### src/rtl/tap_comb_pkg.sv
// Shared widths, depths and arithmetic helpers for the tap combiner.
package tap_comb_pkg;

   localparam int TAP_W      = 8;
   localparam int COEF_W     = 8;
   localparam int PROD_W     = 16;
   localparam int SUM_W      = 18;
   localparam int FILL_DEPTH = 64;
   localparam int FILL_W     = 7;
   localparam int FIFO_DEPTH = 2;
   localparam int CNT_W      = 16;

   typedef logic signed [PROD_W-1:0] prod_t;
   typedef logic signed [SUM_W-1:0]  sum_t;

   // Zero-extended unsigned tap times signed coefficient. The extremes
   // (255 * -128 and 255 * 127) fit in 16 signed bits, so the top
   // product bit can be dropped without loss.
   function automatic prod_t tap_mul(input logic [TAP_W-1:0] tap,
                                     input logic signed [COEF_W-1:0] coef);
      logic signed [TAP_W:0]        w_tap;
      logic signed [TAP_W+COEF_W:0] w_full;
      w_tap  = {1'b0, tap};
      w_full = w_tap * coef;
      return w_full[PROD_W-1:0];
   endfunction

   // Sign-extend a product to the accumulator width.
   function automatic sum_t sext_prod(input prod_t p);
      return {{(SUM_W-PROD_W){p[PROD_W-1]}}, p};
   endfunction

endpackage

### src/rtl/tap_comb_fifo2.sv
// Two-entry result FIFO. A push into a full FIFO is accepted only when a
// pop happens in the same cycle; otherwise it is dropped and flagged.
module tap_comb_fifo2
   import tap_comb_pkg::*;
#(
   parameter type T = logic [7:0]
) (
   input  logic clk,
   input  logic rst,
   input  logic i_push,
   input  T     i_data,
   input  logic i_pop,
   output T     o_data,
   output logic o_valid,
   output logic o_drop
);

   localparam logic [1:0] CNT_FULL = 2'(FIFO_DEPTH);

   T           r_mem [0:1];
   logic       r_wr;
   logic       r_rd;
   logic [1:0] r_count;

   logic       w_full;
   logic       w_pop;
   logic       w_push;

   // Decide which of push/pop actually take effect this cycle.
   always_comb begin
      w_full  = (r_count == CNT_FULL);
      w_pop   = i_pop && (r_count != 2'd0);
      w_push  = i_push && (!w_full || w_pop);
      o_drop  = i_push && w_full && !w_pop;
      o_valid = (r_count != 2'd0);
      o_data  = r_mem[r_rd];
   end

   // Storage, pointers and occupancy; when full, a simultaneous push
   // overwrites exactly the slot being popped.
   always_ff @(posedge clk) begin
      if (rst) begin
         r_mem[0] <= '0;
         r_mem[1] <= '0;
         r_wr     <= 1'b0;
         r_rd     <= 1'b0;
         r_count  <= 2'd0;
      end else begin
         if (w_push) begin
            r_mem[r_wr] <= i_data;
            r_wr        <= ~r_wr;
         end else begin
            r_wr        <= r_wr;
         end
         if (w_pop) begin
            r_rd <= ~r_rd;
         end else begin
            r_rd <= r_rd;
         end
         case ({w_push, w_pop})
            2'b10:   r_count <= r_count + 2'd1;
            2'b01:   r_count <= r_count - 2'd1;
            default: r_count <= r_count;
         endcase
      end
   end

endmodule

### src/rtl/tap_combiner_8x4.sv
// Weighted sum of four taps of an upstream 8x64 shift register. Samples
// once per shift after the register has filled, multiplies in stage 1,
// adds in stage 2 (the FIFO storage acts as the stage-2 register) and
// hands results downstream through a 2-entry FIFO.
module tap_combiner_8x4
   import tap_comb_pkg::*;
#(
   parameter logic signed [COEF_W-1:0] C0 = 8'sd1,
   parameter logic signed [COEF_W-1:0] C1 = 8'sd2,
   parameter logic signed [COEF_W-1:0] C2 = 8'sd2,
   parameter logic signed [COEF_W-1:0] C3 = 8'sd1
) (
   input  logic             clk,
   input  logic             rst,
   input  logic             shift,
   input  logic [TAP_W-1:0] tap_one,
   input  logic [TAP_W-1:0] tap_two,
   input  logic [TAP_W-1:0] tap_three,
   input  logic [TAP_W-1:0] tap_out,
   input  logic             ovf_clr,
   output sum_t             out_data,
   output logic             out_valid,
   input  logic             out_ready,
   output logic             ovf,
   output logic [CNT_W-1:0] result_cnt
);

   localparam logic [FILL_W-1:0] FILL_MAX = FILL_W'(FILL_DEPTH);

   logic [FILL_W-1:0] r_fill;
   logic              r_shift_d;
   logic              r_s1_valid;
   prod_t             r_prod [0:3];
   logic              r_ovf;
   logic [CNT_W-1:0]  r_result_cnt;

   logic              w_sample;
   sum_t              w_sum;
   logic              w_pop;
   logic              w_drop;

   // Sample only in the cycle right after a shift once the register is full.
   always_comb begin
      w_sample = r_shift_d && (r_fill == FILL_MAX);
      w_sum    = sext_prod(r_prod[0]) + sext_prod(r_prod[1])
               + sext_prod(r_prod[2]) + sext_prod(r_prod[3]);
      w_pop    = out_valid && out_ready;
   end

   // Track shifts (saturating) and delay the shift strobe by one cycle.
   always_ff @(posedge clk) begin
      if (rst) begin
         r_fill    <= '0;
         r_shift_d <= 1'b0;
      end else begin
         r_shift_d <= shift;
         if (shift && (r_fill != FILL_MAX)) begin
            r_fill <= r_fill + 7'd1;
         end else begin
            r_fill <= r_fill;
         end
      end
   end

   // Stage 1: register the four weighted taps on a sampling cycle.
   always_ff @(posedge clk) begin
      if (rst) begin
         r_s1_valid <= 1'b0;
         for (int i = 0; i < 4; i++) begin
            r_prod[i] <= '0;
         end
      end else begin
         r_s1_valid <= w_sample;
         if (w_sample) begin
            r_prod[0] <= tap_mul(tap_one,   C0);
            r_prod[1] <= tap_mul(tap_two,   C1);
            r_prod[2] <= tap_mul(tap_three, C2);
            r_prod[3] <= tap_mul(tap_out,   C3);
         end else begin
            for (int i = 0; i < 4; i++) begin
               r_prod[i] <= r_prod[i];
            end
         end
      end
   end

   tap_comb_fifo2 #(
      .T (sum_t)
   ) u_fifo (
      .clk     (clk),
      .rst     (rst),
      .i_push  (r_s1_valid),
      .i_data  (w_sum),
      .i_pop   (w_pop),
      .o_data  (out_data),
      .o_valid (out_valid),
      .o_drop  (w_drop)
   );

   // Sticky overflow: a new drop wins over a clear in the same cycle.
   always_ff @(posedge clk) begin
      if (rst) begin
         r_ovf <= 1'b0;
      end else if (w_drop) begin
         r_ovf <= 1'b1;
      end else if (ovf_clr) begin
         r_ovf <= 1'b0;
      end else begin
         r_ovf <= r_ovf;
      end
   end

   // Count results accepted downstream, wrapping naturally.
   always_ff @(posedge clk) begin
      if (rst) begin
         r_result_cnt <= '0;
      end else if (w_pop) begin
         r_result_cnt <= r_result_cnt + 16'd1;
      end else begin
         r_result_cnt <= r_result_cnt;
      end
   end

   assign ovf        = r_ovf;
   assign result_cnt = r_result_cnt;

endmodule

### config.mk
export PLATFORM = sky130hd
export DESIGN_NAME = tap_combiner_8x4
export DESIGN_NICKNAME = d
export VERILOG_FILES = /design/src/rtl/tap_comb_pkg.sv /design/src/rtl/tap_comb_fifo2.sv /design/src/rtl/tap_combiner_8x4.sv
export SDC_FILE = /design/constraint.sdc
export NUM_CORES = 1
export LEC_CHECK = 0
export BUFFER_PORTS_ARGS = -buffer_cell sky130_fd_sc_hd__buf_2
export CORE_MARGIN = 5
export CORE_UTILIZATION = 60
export CTS_CLUSTER_SIZE = 24
export DETAILED_ROUTE_END_ITERATION = 6
export PLACE_DENSITY = 0.84
export SLEW_MARGIN = 20
export SYNTH_ARGS = -nofsm -noshare
export SYNTH_HDL_FRONTEND = slang
export SYNTH_SLANG_ARGS = --single-unit
export TNS_END_PERCENT = 5
### constraint.sdc
create_clock -name clk -period 8.4 [get_ports clk]
set_input_delay 1.68 -clock clk [delete_from_list [all_inputs] [get_ports clk]]
set_output_delay 1.68 -clock clk [all_outputs]
set_load 0.005 [all_outputs]
# Word level (Yosys, flattened, before mapping)
# Memory sizes are Yosys's and may differ from the RTL's. A register that Yosys moved wholly into a read port is not among the register bits.
# Index checks and enable logic that the tools add are counted.
# totals
reg_bits	30
latchBits	0
mem_bits_rw	100
mem_bits_ro	0
in_bits	37
out_inout_bits	36
elab_cells	73
mem_count	2
# memory_table
memory	words	width	read_ports	rd_clocked_by_memory_dff	wr	line	text
r_prod	4	16	4	0	4	tap_combiner_8x4.sv:33	prod_t r_prod [0:3];
u_fifo.r_mem	2	18	1	1	2	tap_comb_fifo2.sv:20	T r_mem [0:1];
# classes
addsub	7
mul	0
n_div	0
magnitude_cmp	0
eq_ne	5
shifts	0
mux	27
n_bitwise	10
reduce_logical	14
# ops
cell	n
$mux W16	8
$add A17 B16 Y18	1
$add A18 B16 Y18	1
$mux W18	1
$reduce_or A18 Y1	1
$add A16 B16 Y17	1
$mux W1	17
$add A16 B1 Y16 const B	1
$or A1 B1 Y1	8
$add A7 B1 Y7 const B	1
$eq A7 B7 Y1 const B	1
$logic_and A1 B1 Y1	7
$ne A7 B7 Y1 const B	1
$reduce_bool A2 Y1	3
$eq A2 B2 Y1 const B	2
$pmux W2 S2	1
$add A2 B1 Y2 const B	1
$eq A2 B1 Y1 const B	1
$logic_not A1 Y1	2
$not A1 Y1	2
$sub A2 B1 Y2 const B	1
$logic_or A1 B1 Y1	1

# Logic depth before layout (Yosys ltp)
# Gate-level depths: netlist of the first run.
# depth
ltp_word	10
ltp_mapped	11
depth_no_buf	11

# Cells and area by module
# A second synthesis of the first run with hierarchy kept.
# hier_totals
cells_unflattened	413
area_unflattened_um2	4956.0
# modules_own_cells
mod	instances	cells_each	area_per_inst_um2	seq_area_each_um2
tap_combiner_8x4	1	292	3106.7	1481.4
tap_comb_fifo2	1	121	1849.3	1181.1

# Worst setup path after synthesis of the first run
# Ideal clock, no wire load.
# synth_timing
path_type	input-to-reg
from	input rst
to	memory r_prod[0][0] in the netlist's numbering, enable pin
setup_time_ns	0.390
arrival_time_ns	2.993
required_time_ns	8.010
path_slack_ns	5.016
path_stages	3
path_buffers	2
path_cell_list	clkbuf_1 > buf_1 > a41o_1
# synth_lines
element	line	text
start: declaration	tap_combiner_8x4.sv:14	input logic rst,
end: declaration	tap_combiner_8x4.sv:33	

==> results of run 1 <==
stage by stage:
stage	instance area (um2)	hold slack, ns
2_1_floorplan	4410	0.466
3_5_place_dp	4760	0.470
6_report	4960	0.478
3_3_place_gp	4760	0.461
5_1_grt	4960	0.504
4_1_cts	4960	0.482
area by class of cell:
| cell class | count | share of cell area |
|---|---|---|
| Clock buffer | 14 | 0.0391 |
| Clock inverter | 2 | 0.00227 |
| Inverter | 47 | 0.0356 |
| Multi-Input combinational cell | 248 | 0.378 |
| Sequential cell | 85 | 0.452 |
| Tap cell | 99 | 0.0250 |
| Timing Repair Buffer | 67 | 0.0686 |
report_power, final:
group | internal, mW | leakage [nW] | switching, mW
Combinational | 0.0749 | 1.24 | 0.111
Clock | 0.150 | 0.108 | 0.139
Sequential | 0.458 | 0.783 | 0.00550
layer usage:
layer,track usage,vias up,part of all wire
met4,0.0889,0,0.021
met3,0.0458,16,0.052
met5,0,-,0
met1,0.235,1389,0.42
met2,0.323,84,0.51
li1,-,1448,-
cells by family (layout without fill, tap and decap cells):
| group | after synthesis | in the layout | share of synthesized area |
|---|---|---|---|
| and+or+nand+nor | 134 | 134 | 0.169 |
| DFF | 85 | 85 | 0.511 |
| buffers and inverters | 68 | 130 | 0.0673 |
| AOI/OAI and AO/OA | 44 | 44 | 0.0661 |
| adders and majority gates | 30 | 30 | 0.113 |
| xor gates and xnor gates | 19 | 19 | 0.0379 |
| muxes | 14 | 14 | 0.0351 |
| other | 1 | 7 | 0.000854 |
worst max-delay path, cell delays in order (launching register included):
cell	delay, ns
edfxtp_1	0.36
inv_1	0.09
fa_1	0.45
fa_1	0.53
inv_1	0.05
ha_1	0.23
inv_1	0.08
fa_1	0.20
nor2b_1	0.07
o31a_1	0.27
o31a_1	0.32
o311a_1	0.32
registers in the layout (all words and copies together) (netlist names), named ones only:
name and cells:
r_prod 32, u_fifo.r_mem 22, result_cnt 16, r_fill 7
u_fifo.r_count 2, ovf 1, r_s1_valid 1, r_shift_d 1
u_fifo.r_rd 1, u_fifo.r_wr 1
layout by cell type (no fill, tap or decap), types with 11 or more instances in the layout:
cell type	netlist	layout
buf_2	4	65
edfxtp_1	54	54
inv_1	46	46
nor2_1	33	33
dfxtp_1	31	31
and2_1	26	26
nor2b_1	18	18
fa_1	16	16
a21oi_1	15	15
xor2_1	14	14
ha_1	14	14
nand2_1	12	12
clkbuf_8	0	12
mux2_2	11	11
worst paths after layout:
kind,start,to,slack (ns),depth (start not counted)
worst min-delay path,result_cnt[15]$_SDFFE_PP0P_,result_cnt[15]$_SDFFE_PP0P_,0.48,2
worst max register to register,r_prod[2][2]$_DFFE_PP_,u_fifo.r_mem[1][10]$_SDFFCE_PN0P_,5.19,11
worst max-delay path,r_prod[2][2]$_DFFE_PP_,u_fifo.r_mem[1][10]$_SDFFCE_PN0P_,5.19,11
worst min register to register,result_cnt[15]$_SDFFE_PP0P_,result_cnt[15]$_SDFFE_PP0P_,0.48,2
==> flow_metrics.env, run 1 <==
export IMPL_outcome="completed"
export IMPL_worst_pin_slew_ns=1.01
export IMPL_post_cts_buffers=0
export IMPL_num_rows=31
export IMPL_grt_pass1_wl_mm=13.3
export IMPL_synth_edf_count=54
export IMPL_cts_tree="yes"
export IMPL_grt_pass1_vias=2926
export IMPL_yosys_top_cells_area="edfxtp_1 (37%), dfxtp_1 (14%), fa_1 (7.3%)"
export IMPL_fin_tns_setup_ns=0
export IMPL_coreArea_mm2=0.00718
export IMPL_first_pass_iters=4
export IMPL_fin_util=0.692
export IMPL_fillers=495
export IMPL_finalSetupViolations=0
export IMPL_multi_input_area_mm2=0.00187
export IMPL_post_cts_resized=0
export IMPL_postRouteAntennaNets=0
export IMPL_synth_area_mm2=0.00439
export IMPL_syn_area_per_cell_um2=11.1
export IMPL_leakage_nw=2.14
export IMPL_regArea_mm2=0.00224
export IMPL_yosysMostFrequentCell="edfxtp_1"
export IMPL_gp_congestion=0.797
export IMPL_fin_crit_sh=0.382
export IMPL_grt_max_degree=55
export IMPL_synth_common_cells="edfxtp_1 (54), inv_1 (46), nor2_1 (33)"
export IMPL_synth_top_area_cell="edfxtp_1"
export IMPL_route_final_wire_length_mm=8.13
export IMPL_fp_dieH_um=95.5
export IMPL_dp_hpwl_mm=6.01
export IMPL_worstPathMaxFanout=4
export IMPL_cts_buffers=9
export IMPL_clock_skew_ns=0.00733
export IMPL_p_per_area_mw_per_mm2=189
export IMPL_worst_setup_path_end_kind="flop"
export IMPL_cts_root_buf="clkbuf_8"
export IMPL_period_minus_slack_ns=3.21
export IMPL_placedCellCount=546
export IMPL_cp_arrival_ns=3.31
export IMPL_start_util=0.612
export IMPL_final_cells=562
export IMPL_slew_headroom=0.328
export IMPL_cp_start_kind="flop"
export IMPL_slew_viol_final=0
export IMPL_dieWidth_um=95.5
export IMPL_ys_flop_type="edfxtp_1"
export IMPL_rsz0062_at_grt="false"
export IMPL_insertion_delay_ns=0.35
export IMPL_drive_above_1_share=0.214
export IMPL_cts_max_level=3
export IMPL_avgRoutedWirePerCell_um=14.5
export IMPL_maxCapViolCount=0
export IMPL_async_reset_ff_frac=0
export IMPL_via_count=2937
export IMPL_clock_sinks=85
export IMPL_yosys_warnings=0
export IMPL_ios=73
export IMPL_die_area_mm2=0.00913
export IMPL_holdBufCountCts=0
export IMPL_n_antenna_cell=0
export IMPL_design_power_total_mw=0.938
export IMPL_syn_inst=395
export IMPL_peakVddDrop_mv=0.130
export IMPL_yosysSeqAreaShare=0.511
export IMPL_final_hold_viol_count=0
export IMPL_path_class="flop to flop"
export IMPL_fin_nets=525
export IMPL_clk_path_buf_depth=2
export IMPL_fmax_mhz=311
export IMPL_dpl_worst_slack_ns=4.85
export IMPL_hold_path_class="flop to flop"
export IMPL_antenna_found_initial=0
export IMPL_grtUsageTotal=0.193
export IMPL_via_per_inst=5.23
export IMPL_ys_types=49
export IMPL_area_delta_synth_final_pct=13.1
export IMPL_synth_top_area_share=0.369
export IMPL_fin_ws_ns=5.19
export IMPL_overflow=0
export IMPL_dr_first_iter_drc_count=118
export IMPL_critPathRequiredTime_ns=8.50
export IMPL_clk_pin_slew_ns=0.08
export IMPL_ys_seq_elements=85
export IMPL_io_buffers=65
export IMPL_drc_errors=0
Note: power is estimated with default switching activity, not from simulation.
==> run 2: changes to the inputs <==
--- a/config.mk
+++ b/config.mk
@@ -5,12 +5,13 @@
 export SDC_FILE = /design/constraint.sdc
 export NUM_CORES = 1
 export LEC_CHECK = 0
+export ABC_AREA = 1
 export BUFFER_PORTS_ARGS = -buffer_cell sky130_fd_sc_hd__buf_2
 export CORE_MARGIN = 5
-export CORE_UTILIZATION = 60
+export CORE_UTILIZATION = 57
 export CTS_CLUSTER_SIZE = 24
 export DETAILED_ROUTE_END_ITERATION = 6
-export PLACE_DENSITY = 0.84
+export PLACE_DENSITY = 0.8
 export SLEW_MARGIN = 20
 export SYNTH_ARGS = -nofsm -noshare
 export SYNTH_HDL_FRONTEND = slang
==> constraint.sdc (replaced) <==
create_clock -name clk -period 3.1 [get_ports clk]
set_input_delay 0.62 -clock clk [delete_from_list [all_inputs] [get_ports clk]]
set_output_delay 0.62 -clock clk [all_outputs]
set_load 0.005 [all_outputs]
==> flow_metrics.env, run 2 <==
export IMPL_outcome="completed"
export IMPL_maxCapViolCount=0
export IMPL_route_final_wire_length_mm=7.86
export IMPL_design_power_total_mw=2.64
export IMPL_first_pass_iters=4
export IMPL_drive_above_1_share=0.182
export IMPL_ys_types=32
export IMPL_postRouteAntennaNets=0
export IMPL_avgRoutedWirePerCell_um=11.7
export IMPL_post_cts_resized=0
export IMPL_ios=73
export IMPL_final_cell_mix="inv_1 (115), nor2_1 (90), buf_2 (65)"
export IMPL_grt_max_degree=33
export IMPL_period_minus_slack_ns=2.83
export IMPL_insertion_delay_ns=0.35
export IMPL_slew_viol_final=0
export IMPL_ys_flop_type="edfxtp_1"
export IMPL_worst_pin_slew_ns=0.513
export IMPL_fmax_mhz=353
export IMPL_layout_commonest_cell="inv_1"
export IMPL_leakage_nw=2.51
export IMPL_cp_arrival_ns=2.92
export IMPL_cts_root_buf="clkbuf_8"
export IMPL_crit_chain="inv_1, fa_1, fa_1, inv_1, ha_1, inv_1, fa_2, o21ai_2, nand2_1, nand2_1, nand2_1, nand2_1, nor2_1"
export IMPL_clk_path_buf_depth=2
export IMPL_synth_edf_count=54
export IMPL_cts_buffers=9
export IMPL_holdBufCountCts=0
export IMPL_num_rows=32
export IMPL_dieWidth_um=98.8
export IMPL_cts_max_level=3
export IMPL_synth_area_mm2=0.00450
export IMPL_synth_top_area_share=0.361
export IMPL_cp_slowest_stage_delay_ns=0.57
export IMPL_grt_pass1_wl_mm=13.8
export IMPL_fin_tns_setup_ns=0
export IMPL_post_cts_buffers=0
export IMPL_syn_area_per_cell_um2=9.03
export IMPL_p_per_area_mw_per_mm2=514
export IMPL_overflow=0
export IMPL_final_hold_viol_count=0
export IMPL_dp_hpwl_mm=5.66
export IMPL_path_class="flop to flop"
export IMPL_die_area_mm2=0.00977
export IMPL_hold_path_class="flop to flop"
export IMPL_worstPathMaxFanout=3
export IMPL_worst_setup_path_end_kind="flop"
export IMPL_synth_common_cells="inv_1 (115), nor2_1 (90), nand2_1 (64)"
export IMPL_syn_inst=498
export IMPL_cts_tree="yes"
export IMPL_grtUsageTotal=0.174
export IMPL_rsz0062_at_grt="false"
export IMPL_ys_seq_elements=85
export IMPL_gp_congestion=0.789
export IMPL_via_per_inst=4.80
export IMPL_yosys_top_cells_area="edfxtp_1 (36%), dfxtp_1 (14%), inv_1 (9.6%)"
export IMPL_r2r_slack_ns=0.27
export IMPL_antenna_found_initial=0
export IMPL_peakVddDrop_mv=0.404
export IMPL_dr_first_iter_drc_count=139
export IMPL_drc_errors=0
export IMPL_async_reset_ff_frac=0
export IMPL_n_antenna_cell=0
export IMPL_slowest_stage="fa_1"
export IMPL_coreArea_mm2=0.00769
export IMPL_crit_buf_inv=3
export IMPL_area_delta_synth_final_pct=14.2
export IMPL_critPathRequiredTime_ns=3.18
export IMPL_slew_headroom=0.657
export IMPL_yosysMostFrequentCell="inv_1"
export IMPL_yosysSeqAreaShare=0.499
export IMPL_start_util=0.585
export IMPL_fin_crit_sh=0.914
export IMPL_top_register="r_prod"
export IMPL_clk_pin_slew_ns=0.08
export IMPL_yosys_warnings=0
export IMPL_synth_top_area_cell="edfxtp_1"
export IMPL_path_common_cell="nand2_1"
export IMPL_clock_sinks=85
export IMPL_fp_dieH_um=98.8
export IMPL_clock_skew_ns=0.00891
export IMPL_cpLargestDelayFamily="adder cells"
export IMPL_via_count=3234
export IMPL_io_buffers=65
export IMPL_largest_reg_flops=32
export IMPL_finalSetupViolations=0
export IMPL_cp_start_kind="flop"
export IMPL_grt_pass1_vias=3221
export IMPL_fin_nets=634
[run 2: changes by cell type after synthesis, moves of 9 or more]
cell     delta
nand3_1    +11
and2_1     -26
nand2_1    +52
a21oi_1     +9
nor2_1     +57
nor2b_1    -18
xor2_1      -9
inv_1      +69
[run 2: kinds of logic (layout without fill, tap and decap cells)]
| group | count (synthesis) | in the layout | share of synthesized area |
|---|---|---|---|
| flip-flops | 85 | 85 | 0.499 |
| multiplexers | 11 | 11 | 0.0275 |
| AO/OA/AOI/OAI | 43 | 43 | 0.0504 |
| AND/OR/NAND/NOR | 189 | 189 | 0.180 |
| adder cells (fa/ha/maj) | 30 | 30 | 0.110 |
| buffers and inverters | 132 | 200 | 0.119 |
| XOR/XNOR | 7 | 7 | 0.0136 |
| other | 1 | 7 | 0.000834 |
[run 2: where the power goes]
group / total (mW) / leakage [nW] / switching (mW) / internal [mW]
logic: 0.475 / 1.62 / 0.285 / 0.190
registers: 1.26 / 0.771 / 0.0147 / 1.24
clock network: 0.904 / 0.115 / 0.372 / 0.532
total: 2.64 / 2.51 / 0.671 / 1.97
[run 2: worst paths after layout]
check,startpoint,end,cells after the start
worst max-delay path,r_prod[3][2]$_SDFFCE_PN0P_,u_fifo.r_mem[1][8]$_SDFFCE_PN0P_,13
worst min-delay path,u_fifo.r_rd$_SDFFE_PP0P_,flop,1
worst max register to register,r_prod[3][2]$_SDFFCE_PN0P_,u_fifo.r_mem[1][8]$_SDFFCE_PN0P_,13
worst min register to register,u_fifo.r_rd$_SDFFE_PP0P_,flop,1
[run 2: metrics by stage]
step | instance area, um2 | setup slack (ns) | cells | hold slack (ns) | util
floorplan | 4520 | 0.288 | 504 | 0.426 | -
global placement | 4900 | 0.174 | 658 | 0.436 | 0.637
detailed placement | 4900 | 0.0902 | 658 | 0.449 | 0.637
CTS | 5130 | 0.0448 | 674 | 0.459 | 0.667
global route | 5130 | 0.0455 | 674 | 0.490 | 0.668
finish | 5130 | 0.266 | 674 | 0.458 | 0.668
[run 2: final cells by class]
| class | instances | area, um2 |
|---|---|---|
| Multi-Input combinational cell | 287 | 1750 |
| Clock inverter | 5 | 98.8 |
| Sequential cell | 85 | 2240 |
| Fill cell | 641 | 2550 |
| Clock buffer | 11 | 131 |
| Timing Repair Buffer | 68 | 348 |
| Tap cell | 102 | 128 |
| Inverter | 116 | 435 |
[run 2: routing by layer]
layer	global-route usage	routed length (um)
met1	0.229	3550
met2	0.281	3720
met3	0.0354	442
met4	0.0756	148
met5	0	0
==> run 3: changes to the inputs <==
--- a/config.mk
+++ b/config.mk
@@ -11,6 +11,7 @@
 export CORE_UTILIZATION = 57
 export CTS_CLUSTER_SIZE = 24
 export DETAILED_ROUTE_END_ITERATION = 6
+export MAX_ROUTING_LAYER = met4
 export PLACE_DENSITY = 0.8
 export SLEW_MARGIN = 20
 export SYNTH_ARGS = -nofsm -noshare
==> flow_metrics.env, run 3 (synthesis results as in run 2) <==
export IMPL_outcome="completed"
export IMPL_fin_tns_setup_ns=0
export IMPL_drt_met1_wl_mm=3.55
export IMPL_route_met3_wl_um=448
export IMPL_path_common_cell="nand2_1"
export IMPL_hold_path_class="flop to flop"
export IMPL_largest_reg_flops=32
export IMPL_final_hold_viol_count=0
export IMPL_crit_chain="inv_1, fa_1, fa_1, inv_1, ha_1, inv_1, fa_2, o21ai_2, nand2_1, nand2_1, nand2_1, nand2_1, nor2_1"
export IMPL_ios=73
export IMPL_placed_area_mm2=0.00490
export IMPL_fp_dieH_um=98.8
export IMPL_route_final_wire_length_mm=7.85
export IMPL_top_layer_used="met4"
export IMPL_num_rows=32
export IMPL_maxCapViolCount=0
export IMPL_io_buffers=65
export IMPL_die_area_mm2=0.00977
export IMPL_path_class="flop to flop"
export IMPL_gp_congestion=0.800
export IMPL_p_per_area_mw_per_mm2=514
export IMPL_cp_arrival_ns=2.93
export IMPL_finalSetupViolations=0
export IMPL_met2_length_mm=3.71
export IMPL_antenna_found_initial=0
export IMPL_start_util=0.585
export IMPL_holdBufCountCts=0
export IMPL_clk_pin_slew_ns=0.08
export IMPL_grt_pass1_wl_mm=13.8
export IMPL_via_count=3241
export IMPL_placedCellCount=658
export IMPL_grt_max_degree=33
export IMPL_slew_headroom=0.656
export IMPL_dieWidth_um=98.8
export IMPL_clk_path_buf_depth=2
export IMPL_stdcell_area_mm2=0.00513
export IMPL_leakage_nw=2.51
export IMPL_clock_sinks=85
export IMPL_area_delta_synth_final_pct=14.2
export IMPL_n_antenna_cell=0
export IMPL_first_pass_iters=4
export IMPL_peakVddDrop_mv=0.404
export IMPL_drive_above_1_share=0.182
export IMPL_via_per_inst=4.81
export IMPL_worstPathMaxFanout=3
export IMPL_avgRoutedWirePerCell_um=11.6
export IMPL_worst_setup_path_end_kind="flop"
export IMPL_rsz0062_at_grt="false"
export IMPL_cp_start_kind="flop"
export IMPL_period_minus_slack_ns=2.84
export IMPL_dr_first_iter_drc_count=170
export IMPL_postRouteAntennaNets=0
export IMPL_worst_pin_slew_ns=0.514
export IMPL_drc_errors=0
export IMPL_cts_buffers=9
export IMPL_crit_buf_inv=3
export IMPL_cts_root_buf="clkbuf_8"
export IMPL_cts_max_level=3
export IMPL_top_register="r_prod"
export IMPL_cts_tree="yes"
export IMPL_final_cells=674
export IMPL_final_cell_mix="inv_1 (115), nor2_1 (90), buf_2 (65)"
export IMPL_critPathRequiredTime_ns=3.18
export IMPL_slew_viol_final=0
export IMPL_grtUsageTotal=0.180
export IMPL_design_power_total_mw=2.64
export IMPL_slowest_stage="fa_1"
export IMPL_layout_commonest_cell="inv_1"
export IMPL_overflow=0
export IMPL_cp_slowest_stage_delay_ns=0.57
export IMPL_fmax_mhz=352
export IMPL_coreArea_mm2=0.00769
export IMPL_cpLargestDelayFamily="adder cells"
export IMPL_clock_skew_ns=0.00861
export IMPL_dp_hpwl_mm=5.66
export IMPL_fin_util=0.668
export IMPL_fin_nets=634
export IMPL_grt_pass1_vias=3221
export IMPL_fin_crit_sh=0.916
export IMPL_insertion_delay_ns=0.35
run 3: cell type report:
cell class	instances	area, um2
Fill cell	641	2550
Sequential cell	85	2240
Multi-Input combinational cell	287	1750
Inverter	116	435
Timing Repair Buffer	68	348
Clock buffer	11	131
Tap cell	102	128
Clock inverter	5	98.8
run 3: routing by layer:
metal,global-route usage,up-vias
met4,0.0756,0
met1,0.230,1478
met2,0.281,87
li1,-,1664
met5,-,-
met3,0.0347,12
run 3: final timing paths:
path                              start                          endpoint  slack (ns)  depth (start not counted)
max          r_prod[3][2]$_SDFFCE_PN0P_  u_fifo.r_mem[1][8]$_SDFFCE_PN0P_        0.26                         13
min            u_fifo.r_rd$_SDFFE_PP0P_                              flop        0.46                          1
max reg2reg  r_prod[3][2]$_SDFFCE_PN0P_  u_fifo.r_mem[1][8]$_SDFFCE_PN0P_        0.26                         13
min reg2reg    u_fifo.r_rd$_SDFFE_PP0P_                              flop        0.46                          1
run 3: where the power goes:
part / leakage (nW) / internal (mW) / switching, mW
registers: 0.771 / 1.24 / 0.0147
logic: 1.62 / 0.190 / 0.285
clock network: 0.115 / 0.532 / 0.372
total: 2.51 / 1.97 / 0.672
run 3: through the flow:
step | setup WS [ns] | hold WS [ns]
2_1_floorplan | 0.288 | 0.426
3_3_place_gp | 0.174 | 0.436
3_5_place_dp | 0.0902 | 0.449
4_1_cts | 0.0448 | 0.459
5_1_grt | 0.0455 | 0.490
6_report | 0.259 | 0.458
run 3: what timing repair did:
item,CTS,global route
setup buffers,0,0
hold endpoints to repair,0,0
endpoints found under the setup margin,0,5
gates resized for setup,0,3
